--- src/rtl/ball_controller.sv ---
`default_nettype none
// ============================================================================
// Module   : ball_controller
// Purpose  : Pong ball motion, paddle reflection and scoring FSM, stepped once
//            per frame_tick.
// Revision : 1.0
// ============================================================================
module ball_controller #(
  parameter int unsigned SCREEN_W    = 640,
  parameter int unsigned SCREEN_H    = 480,
  parameter int unsigned BALL_SIZE   = 10,
  parameter int unsigned SPEED       = 2,
  parameter int unsigned PADDLE_L_X  = 16,
  parameter int unsigned PADDLE_R_X  = 616,
  parameter int unsigned PADDLE_W    = 8,
  parameter int unsigned PADDLE_H    = 60,
  parameter int unsigned HOLD_FRAMES = 60
) (
  input  logic       clk,
  input  logic       reset,
  input  logic       frame_tick,
  input  logic       serve,
  input  logic [9:0] paddle_l_y,
  input  logic [9:0] paddle_r_y,
  output logic [9:0] ball_pos_x,
  output logic [9:0] ball_pos_y,
  output logic       score_l,
  output logic       score_r,
  output logic       in_play
);

  localparam logic [9:0]  c_center_x = 10'((SCREEN_W - BALL_SIZE) / 2);
  localparam logic [9:0]  c_center_y = 10'((SCREEN_H - BALL_SIZE) / 2);
  localparam logic [9:0]  c_speed    = 10'(SPEED);
  localparam logic [9:0]  c_bottom_y = 10'(SCREEN_H - 1 - BALL_SIZE);
  localparam logic [9:0]  c_right_x  = 10'(SCREEN_W - 1 - BALL_SIZE);
  localparam logic [9:0]  c_l_hit_x  = 10'(PADDLE_L_X + PADDLE_W);
  localparam logic [9:0]  c_r_hit_x  = 10'(PADDLE_R_X - 1 - BALL_SIZE);
  localparam logic [10:0] c_ball_w   = 11'(BALL_SIZE);
  localparam logic [10:0] c_speed_w  = 11'(SPEED);
  localparam logic [10:0] c_scr_w_m1 = 11'(SCREEN_W - 1);
  localparam logic [10:0] c_scr_h_m1 = 11'(SCREEN_H - 1);
  localparam logic [10:0] c_l_face   = 11'(PADDLE_L_X + PADDLE_W - 1);
  localparam logic [10:0] c_r_col    = 11'(PADDLE_R_X);
  localparam logic [10:0] c_pad_h_m1 = 11'(PADDLE_H - 1);
  localparam int          c_cnt_w    = $clog2(HOLD_FRAMES + 1);
  localparam logic [c_cnt_w-1:0] c_hold_last = c_cnt_w'(HOLD_FRAMES - 1);

  typedef enum logic [1:0] {
    IDLE   = 2'd0,
    PLAY   = 2'd1,
    SCORED = 2'd2
  } state_t;

  state_t             state_q;
  logic [9:0]         x_q, y_q, x_d, y_d;
  logic               dx_q, dy_q, dx_d, dy_d;
  logic               pend_q;
  logic [c_cnt_w-1:0] cnt_q;
  logic               score_l_q, score_r_q, in_play_q;
  logic               miss_left, miss_right;
  logic [10:0]        x_w, y_w, pl_w, pr_w;
  logic               ovl_l, ovl_r;

  // 11-bit views so that edge sums and differences never wrap.
  assign x_w  = {1'b0, x_q};
  assign y_w  = {1'b0, y_q};
  assign pl_w = {1'b0, paddle_l_y};
  assign pr_w = {1'b0, paddle_r_y};

  assign ovl_l = (y_w + c_ball_w >= pl_w) && (y_w <= pl_w + c_pad_h_m1);
  assign ovl_r = (y_w + c_ball_w >= pr_w) && (y_w <= pr_w + c_pad_h_m1);

  always_comb begin
    y_d  = y_q;
    dy_d = dy_q;
    if (!dy_q) begin
      if (y_w + c_ball_w + c_speed_w >= c_scr_h_m1) begin
        y_d  = c_bottom_y;
        dy_d = 1'b1;
      end else begin
        y_d = y_q + c_speed;
      end
    end else begin
      if (y_w < c_speed_w) begin
        y_d  = 10'd0;
        dy_d = 1'b0;
      end else begin
        y_d = y_q - c_speed;
      end
    end
  end

  // Paddle hits are tested before misses so a ball reaching both wins the hit.
  always_comb begin
    x_d        = x_q;
    dx_d       = dx_q;
    miss_left  = 1'b0;
    miss_right = 1'b0;
    if (dx_q) begin
      if ((x_w > c_l_face) && (x_w - c_speed_w <= c_l_face) && ovl_l) begin
        x_d  = c_l_hit_x;
        dx_d = 1'b0;
      end else if (x_w < c_speed_w) begin
        x_d       = 10'd0;
        dx_d      = 1'b1;
        miss_left = 1'b1;
      end else begin
        x_d = x_q - c_speed;
      end
    end else begin
      if ((x_w + c_ball_w < c_r_col) && (x_w + c_ball_w + c_speed_w >= c_r_col) && ovl_r) begin
        x_d  = c_r_hit_x;
        dx_d = 1'b1;
      end else if (x_w + c_ball_w + c_speed_w > c_scr_w_m1) begin
        x_d        = c_right_x;
        dx_d       = 1'b0;
        miss_right = 1'b1;
      end else begin
        x_d = x_q + c_speed;
      end
    end
  end

  always_ff @(posedge clk) begin
    if (reset) begin
      state_q   <= IDLE;
      x_q       <= c_center_x;
      y_q       <= c_center_y;
      dx_q      <= 1'b0;
      dy_q      <= 1'b0;
      pend_q    <= 1'b0;
      cnt_q     <= '0;
      score_l_q <= 1'b0;
      score_r_q <= 1'b0;
      in_play_q <= 1'b0;
    end else begin
      score_l_q <= 1'b0;
      score_r_q <= 1'b0;
      case (state_q)
        IDLE: begin
          if (frame_tick && pend_q) begin
            state_q   <= PLAY;
            pend_q    <= 1'b0;
            in_play_q <= 1'b1;
          end else if (serve) begin
            pend_q <= 1'b1;
          end
        end
        PLAY: begin
          if (frame_tick) begin
            x_q  <= x_d;
            y_q  <= y_d;
            dx_q <= dx_d;
            dy_q <= dy_d;
            if (miss_left || miss_right) begin
              state_q   <= SCORED;
              in_play_q <= 1'b0;
              score_r_q <= miss_left;
              score_l_q <= miss_right;
            end
          end
        end
        SCORED: begin
          if (frame_tick) begin
            if (cnt_q == c_hold_last) begin
              state_q <= IDLE;
              cnt_q   <= '0;
              x_q     <= c_center_x;
              y_q     <= c_center_y;
              dy_q    <= 1'b0;
            end else begin
              cnt_q <= cnt_q + 1'b1;
            end
          end
        end
        default: begin
          state_q   <= IDLE;
          in_play_q <= 1'b0;
        end
      endcase
    end
  end

  assign ball_pos_x = x_q;
  assign ball_pos_y = y_q;
  assign score_l    = score_l_q;
  assign score_r    = score_r_q;
  assign in_play    = in_play_q;

endmodule
`default_nettype wire

--- config.mk ---
export PLATFORM = sky130hd
export DESIGN_NAME = ball_controller
export DESIGN_NICKNAME = d
export VERILOG_FILES = /design/src/rtl/ball_controller.sv
export SDC_FILE = /design/constraint.sdc
export NUM_CORES = 1
export LEC_CHECK = 0
export ABC_AREA = 1
export BUFFER_PORTS_ARGS = -buffer_cell sky130_fd_sc_hd__buf_2
export CELL_PAD_IN_SITES_DETAIL_PLACEMENT = 1
export CELL_PAD_IN_SITES_GLOBAL_PLACEMENT = 1
export CORE_AREA = 2 2 128 130
export DETAILED_ROUTE_END_ITERATION = 7
export DIE_AREA = 0 0 130 132
export PLACE_DENSITY_LB_ADDON = 0.1
export SYNTH_ARGS = -nofsm -noshare
export SYNTH_HDL_FRONTEND = slang
export SYNTH_SLANG_ARGS = --single-unit
export TNS_END_PERCENT = 30
--- constraint.sdc ---
create_clock -name clk -period 6 [get_ports clk]
set_input_delay 0.6 -clock clk [delete_from_list [all_inputs] [get_ports clk]]
set_output_delay 0.6 -clock clk [all_outputs]
set_load 0.01 [all_outputs]
# ---- After elaboration in Yosys (flattened, before gate mapping)
# Cells that the tools add are included.
dict set report totals {
  ff_bits 34
  word_cells 109
  in_bits 24
}
dict set report classes {
  mux 45
  n_reduce_logical 18
  magnitude_cmp 12
  addsub 12
  eq_ne 8
  n_bitwise 4
}
# cell count
set op_table {}
lappend op_table {{2-to-1 mux 10 bit} 14}
lappend op_table {{one-hot mux 10 bit (2 select lines)} 2}
lappend op_table {{adder 10 x 4 -> 11 bit (second input constant)} 2}
lappend op_table {{adder 10 x 6 -> 11 bit (second input constant)} 2}
lappend op_table {{adder 11 x 2 -> 11 bit (second input constant)} 2}
lappend op_table {{>= comparator 11 x 10 -> 1 bit} 2}
lappend op_table {{less-or-equal comparator 10 x 11 -> 1 bit} 2}
lappend op_table {{adder 10 x 2 -> 10 bit (second input constant)} 2}
lappend op_table {{< comparator 10 x 2 -> 1 bit (second input constant)} 2}
lappend op_table {{2-to-1 mux 1 bit} 20}
lappend op_table {{subtractor 10 x 2 -> 10 bit (second input constant)} 2}
lappend op_table {{>= comparator 11 x 10 -> 1 bit (second input constant)} 1}
lappend op_table {{>= comparator 11 x 9 -> 1 bit (second input constant)} 1}
lappend op_table {{> comparator 11 x 10 -> 1 bit (second input constant)} 1}
lappend op_table {{less-or-equal comparator 11 x 5 -> 1 bit (second input constant)} 1}
lappend op_table {{< comparator 11 x 10 -> 1 bit (second input constant)} 1}
lappend op_table {{subtractor 10 x 2 -> 11 bit (second input constant)} 1}
lappend op_table {{> comparator 10 x 5 -> 1 bit (second input constant)} 1}
lappend op_table {{2-to-1 mux 2 bit} 5}
lappend op_table {{!= test 2 bit (second input constant)} 5}
lappend op_table {{AND reduction 4 bit} 2}
lappend op_table {{logical AND 1 bit} 7}
lappend op_table {{adder 6 x 1 -> 6 bit (second input constant)} 1}
lappend op_table {{== test 6 bit (second input constant)} 1}
lappend op_table {{13 further kinds} 19}

# ---- Logic depth before layout (Yosys ltp)
# Gate-level depths: netlist of run 1.
dict set report logic_depth {
  word_depth 11
  ltp_mapped 26
  depth_no_buf 26
}

# ---- Worst setup path after synthesis of run 1
# No wires, ideal clock.
dict set report synth_timing {
  path_kind {flip-flop to flip-flop}
  from {reg y_q[1], in the netlist ball_pos_y[1]}
  to {reg x_q[0], in the netlist ball_pos_x[0]}
  synth_period_minus_slack_ns 2.931
  slack_ns 3.069
  required_ns 5.867
  stages_incl_launch_ff 20
  n_path_buf 0
  arrival_time_ns 2.798
  path_cell_list {dfxtp_1 > ha_1 > nor2_2 > inv_2 > nand4_1 > or2_1 > xor2_1 > inv_1 > ha_1 > inv_1 > nor3_1 > nand3_1 > nand2_1 > nor2_1 > nor2_1 > nand2_2 > nand2_1 > nand2_1 > o21ai_1 > nand3_1}
}
dict set report synth_via {
  elab_chain_cells 8
  elab_cells_between_ends 14
  cone_classes {add/sub: 1; order compare: 4; mux: 5; reduce/logical: 4}
}
# element line
set synth_rtl {}
lappend synth_rtl {{from (decl)} 56} ;# logic [9:0] x_q, y_q, x_d, y_d;
lappend synth_rtl {{from (signal assigned)} 129} ;# y_q <= c_center_y;
lappend synth_rtl {{from (signal assigned)} 153} ;# y_q <= y_d;
lappend synth_rtl {{from (signal assigned)} 170} ;# y_q <= c_center_y;
lappend synth_rtl {{adder 10 x 4 -> 11 bit} {71, 72}}
lappend synth_rtl {{>= comparator 11 x 10 -> 1 bit (on tied branches)} {72, 71}}
lappend synth_rtl {{logical AND 1 bit (on tied branches)} {72, 71}}
lappend synth_rtl {{logical AND 1 bit (on tied branches)} {112, 101}}
lappend synth_rtl {{2-to-1 mux 10 bit (on tied branches)} {112, 101}}
lappend synth_rtl {{2-to-1 mux 10 bit (*)} 100} ;# if (dx_q) begin
lappend synth_rtl {{2-to-1 mux 10 bit (*)} 151} ;# if (frame_tick) begin
lappend synth_rtl {{one-hot mux 10 bit (2 select lines) (*)} 140} ;# case (state_q)
lappend synth_rtl {{to (signal assigned)} 128} ;# x_q <= c_center_x;
lappend synth_rtl {{to (signal assigned)} 169} ;# x_q <= c_center_x;
lappend synth_rtl {{to (decl)} 56}
# Every way passes the cells marked *; elsewhere a longest branch is shown, timed or not. The select of a mux whose other input is x is not followed.
# A chain may end at the register's enable or synchronous reset.

# ---- Worst setup path in the final report of run 1
dict set report layout_timing {
  from {reg y_q[1], in the netlist ball_pos_y[1]}
  to {reg x_q[1], in the netlist ball_pos_x[1]}
}
# Same word-level chain as after synthesis.

==> results.json, run 1 <==
{
  "final.setup.tns_ns": 0,
  "regArea_sq_um": 681,
  "final_area_sq_um": 5060,
  "ctsHoldBuffers": 0,
  "multi_input_area_sq_um": 3330,
  "powerDensity_nw_per_um2": 148,
  "antenna_found_initial": 0,
  "dr.pass1.iters": 4,
  "wl_per_cell_um": 15.5,
  "drive_gt1_share_pct": 12.8,
  "reg2reg_depth": 19,
  "syn_avg_cell_area_sq_um": 6.23,
  "synth_seq_cells": 34,
  "hold_depth": 2,
  "ir_worst_vdd_v": 0.000132,
  "async_flop_share_pct": 0,
  "post_cts_buffers": 0,
  "n_fill_cell": 2064,
  "finClkSkew_ns": 0.00298,
  "slew_violations": 0,
  "dpl.hpwl_mm": 12.6,
  "cts_buffers": 5,
  "cts_max_level": 2,
  "syn_inst": 724,
  "vias": 4714,
  "r2r_setup_slack_ns": 2.28,
  "dieArea_sq_um": 17200,
  "p_leak_uw": 0.00250,
  "clk_latency_ns": 0.28,
  "chipWidth_um": 130,
  "synthToLayoutAreaGrowth_pct": 12.3,
  "synth_flop_cell": "dfxtp_1",
  "antenna_cells": 0,
  "synth_nets": 803,
  "synth_edf_count": 0,
  "route.detailed.drc": 0,
  "cts_tree": "done",
  "rsz0062_at_grt": "false",
  "hold_start": "in_play",
  "seq_area_frac_synth_pct": 15.1,
  "slew-limit-headroom_pct": 50.6,
  "root_buffer": "clkbuf_16",
  "drt.antenna.violating_nets": 0,
  "cts-resized-gates": 0,
  "netlist_area_sq_um": 4510,
  "worst-path-max-fanout": 11,
  "grt_start_max_net_pins": 18,
  "total_power_uw": 747,
  "wl_mm": 15.2,
  "hold_viol_final": 0,
  "pin_count": 47,
  "max-cap-violations": 0,
  "fp-row-count": 46,
  "clk_pin_slew_ns": 0.06,
  "io_buffer_count": 46,
  "ys_types": 42,
  "hold_class": "flop to flop",
  "overflow": 0,
  "final_cell_mix": "nand2_1 (182), inv_1 (94), nor2_1 (62)",
  "timing.rr.end": "ball_pos_x[1]",
  "grt.total_usage_pct": 18.0,
  "start_kind": "flop",
  "first_iter_violations": 184,
  "fmax_ghz": 0.269,
  "final_common_cell": "nand2_1",
  "finalSetupViolations": 0,
  "placed_cell_area_sq_um": 4910,
  "period_needed_ns": 3.72,
  "dp_slack_ns": 2.25,
  "critPathArrivalTime_ns": 3.86,
  "initial_utilization_pct": 28.7,
  "cts.sinks": 34,
  "worstMarginPinSlew_ns": 0.741,
  "ys_warn_count": 0,
  "rr_startpoint": "ball_pos_y[1]",
  "finalNetCount": 841,
  "gp_congestion": 0.830,
  "vias_per_cell": 4.82,
  "timing.final.crit_share_pct": 62.0,
  "grt_pass1_wl_mm": 24.9,
  "grt_pass1_vias": 4911,
  "setup_slack_ns": 2.28,
  "crit_required_ns": 6.15,
  "critPathCaptureType": "flop",
  "clk_path_buf_depth": 2,
  "whs_endpoint": "in_play",
  "coreArea_sq_um": 15700,
  "status": "completed",
  "die_h_um": 132,
  "path_class": "flop to flop"
}
-- worst max path at each step --
stage / to / cells past startpoint / start
floorplan: ball_pos_x[0] / 19 / ball_pos_y[1]
global placement: ball_pos_x[0] / 19 / ball_pos_y[1]
detailed placement: ball_pos_x[1] / 19 / ball_pos_y[1]
CTS: ball_pos_x[1] / 19 / ball_pos_y[1]
global route: ball_pos_x[0] / 19 / ball_pos_y[1]
finish: ball_pos_x[1] / 19 / ball_pos_y[1]
-- synthesized netlist by cell type (4+ instances only) --
library cell / instances / area [sq um]
nand3_2: 4 / 40.0
o21ai_0: 26 / 130
inv_2: 7 / 26.3
buf_4: 6 / 45.0
clkinv_1: 4 / 15.0
ha_1: 55 / 688
nand2_1: 182 / 683
o211ai_1: 4 / 30.0
a21oi_1: 47 / 235
xor2_1: 36 / 315
nor2_1: 62 / 233
nor2_4: 5 / 56.3
nand3_1: 56 / 280
clkbuf_1: 6 / 22.5
dfxtp_1: 34 / 681
nor2_2: 5 / 31.3
nand4_1: 18 / 113
o21ai_1: 12 / 60.1
nand3b_1: 5 / 37.5
nand2_2: 13 / 81.3
inv_1: 94 / 353
nor3_1: 15 / 75.1
-- cell type report --
class | instances | area share [%]
clock inverter | 1 | 0.0989
sequential | 34 | 13.4
timing repair buffer | 46 | 4.55
clock buffer | 7 | 2.82
tap | 216 | 5.34
inverter | 106 | 7.91
multi-input combinational | 569 | 65.8
-- where the power goes --
| part | internal (uW) | switching (uW) |
|---|---|---|
| sequential | 233 | 17.9 |
| combinational | 82.7 | 149 |
| clock | 165 | 99.5 |
-- layer usage --
layer  part of all wire (%)  up-vias  GRT usage, %
met1                     52     2224          25.6
met5                      0        -             0
met3                    1.9       11          1.50
met4                   0.93        0          3.11
met2                     45       59          30.0
li1                       -     2420             -
-- state kept, by name, indices dropped and copies added, names as in the netlist --
name / flops
pend_q: 1
dx_q: 1
state_q: 2
dy_q: 1
score_r: 1
ball_pos_x: 10
in_play: 1
score_l: 1
cnt_q: 6
ball_pos_y: 10
-- worst max-delay path, stage by stage (launching register included) --
cell,delay [ns]
dfxtp_1,0.68
ha_1,0.31
nor2_2,0.06
inv_2,0.09
nand4_1,0.11
or2_1,0.27
xor2_1,0.21
inv_1,0.12
ha_1,0.31
inv_1,0.06
nor3_1,0.25
nand3_1,0.10
nand2_1,0.10
nor2_1,0.04
nor2_1,0.22
nand2_2,0.16
nand2_1,0.17
nand2_1,0.11
a21oi_1,0.15
o21bai_1,0.07
-- kinds of logic (layout without fill, tap and decap cells) --
family | after synthesis | count (layout) | synth area share [%]
and+or+nand+nor | 377 | 377 | 38.6
buffers and inverters | 121 | 160 | 11.0
AOI/OAI and AO/OA | 98 | 98 | 11.6
adders and majority gates | 55 | 55 | 15.3
xor gates and xnor gates | 39 | 39 | 8.41
DFF | 34 | 34 | 15.1
-- metrics by stage --
step / hold WS, ns / utilization, % / std cells
2_1_floorplan: 0.429 / - / 724
3_3_place_gp: 0.454 / 31.3 / 971
3_5_place_dp: 0.460 / 31.3 / 971
4_1_cts: 0.477 / 32.2 / 979
5_1_grt: 0.497 / 32.2 / 979
6_report: 0.465 / 32.2 / 979
(Power assumes the default switching activity.)
==> run 2, diff against run 1 <==
==> constraint.sdc (replaced) <==
create_clock -name clk -period 3.25 [get_ports clk]
set_input_delay 0.325 -clock clk [delete_from_list [all_inputs] [get_ports clk]]
set_output_delay 0.325 -clock clk [all_outputs]
set_load 0.01 [all_outputs]
==> run 2 against run 1 <==
Effect of this change: critical endpoint is now state_q[0]; first-iteration DRC count increased by 17%; clock-buffer cell count increased by 1; via count increased by 1.9%; critical path type unchanged; worst hold slack got worse by 0.17 ns; clock power increased by 100%; sequential share of layout area decreased by 0.54 points; critical path depth increased by 1.
==> results.json, run 2 (synthesized netlist as in run 1, its figures left out) <==
{
  "period_needed_ns": 2.95,
  "antenna_cells": 0,
  "hold_class": "primary input to flop",
  "vias": 4804,
  "p_clk_share_pct": 36.5,
  "ir_worst_vdd_v": 0.000281,
  "crit_required_ns": 3.40,
  "rsz0062_at_grt": "true",
  "overflow": 0,
  "root_buffer": "clkbuf_16",
  "cts_max_level": 2,
  "status": "completed",
  "hold_viol_final": 0,
  "coreArea_sq_um": 15700,
  "placedCellCount": 991,
  "final_area_sq_um": 5280,
  "start_kind": "flop",
  "internal_power_uw": 947,
  "vias_per_cell": 4.81,
  "dieArea_sq_um": 17200,
  "initial_utilization_pct": 28.7,
  "fmax_ghz": 0.339,
  "clk_pin_slew_ns": 0.05,
  "io_buffer_count": 46,
  "p_leak_uw": 0.00263,
  "critPathCaptureType": "flop",
  "die_h_um": 132,
  "seqPwrFrac_pct": 31.2,
  "max-cap-violations": 0,
  "grt.total_usage_pct": 18.7,
  "clk_path_buf_depth": 2,
  "placed_cell_area_sq_um": 5060,
  "grt_start_max_net_pins": 18,
  "dr.pass1.iters": 4,
  "first_iter_violations": 216,
  "slew-limit-headroom_pct": 60.2,
  "final_cells": 999,
  "wl_per_cell_um": 15.8,
  "dpl.hpwl_mm": 13.0,
  "grt_pass1_wl_mm": 25.4,
  "fp-row-count": 46,
  "route.detailed.drc": 0,
  "final_common_cell": "nand2_1",
  "slew_violations": 0,
  "antenna_found_initial": 0,
  "finalNetCount": 861,
  "p_switching_uw": 502,
  "fin_util_pct": 33.6,
  "cts_tree": "done",
  "clk_latency_ns": 0.28,
  "final_cell_mix": "nand2_1 (180), inv_1 (92), nor2_1 (61)",
  "drive_gt1_share_pct": 16.9,
  "hold_ws_ns": 0.300,
  "synthToLayoutAreaGrowth_pct": 17.2,
  "finalSetupViolations": 0,
  "chipWidth_um": 130,
  "worst-path-max-fanout": 4,
  "wl_mm": 15.8,
  "cts_buffers": 5,
  "r2r_setup_slack_ns": 0.30,
  "path_class": "flop to flop",
  "worstMarginPinSlew_ns": 0.596,
  "post_cts_buffers": 0,
  "grt_pass1_vias": 4967,
  "swShare_pct": 34.7,
  "critPathArrivalTime_ns": 3.10,
  "timing.final.crit_share_pct": 90.7,
  "p_comb_share_pct": 32.3,
  "drt.antenna.violating_nets": 0,
  "cts.sinks": 34,
  "finClkSkew_ns": 0.00659,
  "powerDensity_nw_per_um2": 274,
  "pin_count": 47,
  "gp_congestion": 0.838
}
-- run 2: changes by cell type in the layout (fill, tap and decap cells not counted), sizes merged --
cell	delta
clkbuf	+1
buf	+20
clkinv	-1
-- run 2: per-stage QoR --
| stage | power [uW] | setup TNS (ns) | setup WS, ns |
|---|---|---|---|
| after floorplan | 767 | 0 | 0.319 |
| after global placement | 910 | 0 | 0.0866 |
| after detailed placement | 926 | 0 | 0.0282 |
| after CTS | 1470 | 0 | 0.138 |
| after global routing | 1550 | -0.0299 | -0.0159 |
| final | 1450 | 0 | 0.301 |
-- run 2: layout make-up --
type / count / area [sq um]
Fill cell: 2103 / 10400
Multi-Input combinational cell: 569 / 3380
Sequential cell: 34 / 682
Inverter: 106 / 400
Timing Repair Buffer: 66 / 384
Tap cell: 216 / 270
Clock buffer: 8 / 166
-- run 2: power groups by stage --
| stage | combinational (uW) | sequential, uW | clock, uW |
|---|---|---|---|
| CTS | 468 | 451 | 550 |
| global placement | 451 | 460 | 0 |
| global route | 535 | 454 | 565 |
| detailed placement | 465 | 460 | 0 |
| floorplan | 308 | 460 | 0 |
| finish | 468 | 452 | 529 |
-- run 2: layer usage --
metal  vias to the layer above  part of all wire [%]  track usage (%)  wire length, um
met5                         -                     0                0                0
met4                         0                   1.3             4.18              202
met3                        12                   2.9             1.54              454
met2                        65                    46             31.3             7280
met1                      2264                    50             26.0             7830
li1                       2463                     -                -                -
-- run 2: worst max-delay path, stage by stage, from the launching register on --
cell      delay [ns]
dfxtp_1         0.35
ha_2            0.21
nor2_2          0.05
inv_2           0.06
nand4_1         0.12
or2_1           0.25
xor2_1          0.20
inv_2           0.09
ha_1            0.30
inv_1           0.13
o211ai_1        0.13
a21oi_2         0.14
nand3_2         0.11
nand2_2         0.12
nand2_1         0.07
inv_1           0.09
nand2_1         0.09
nand3_1         0.14
nand2_1         0.06
nand2_1         0.05
a21oi_1         0.06
-- run 2: what timing repair did --
action | in CTS | in global routing
setup endpoints to repair | 0 | 13
hold buffers | 0 | 0
resized for setup | 0 | 18
-- run 2: worst paths after layout --
path | from | depth (start not counted) | endpoint
worst max register to register | ball_pos_y[2] | 20 | state_q[0]
worst min register to register | cnt_q[5] | 2 | cnt_q[5]
worst max-delay path | ball_pos_y[2] | 20 | state_q[0]
worst min-delay path | serve | 3 | pend_q
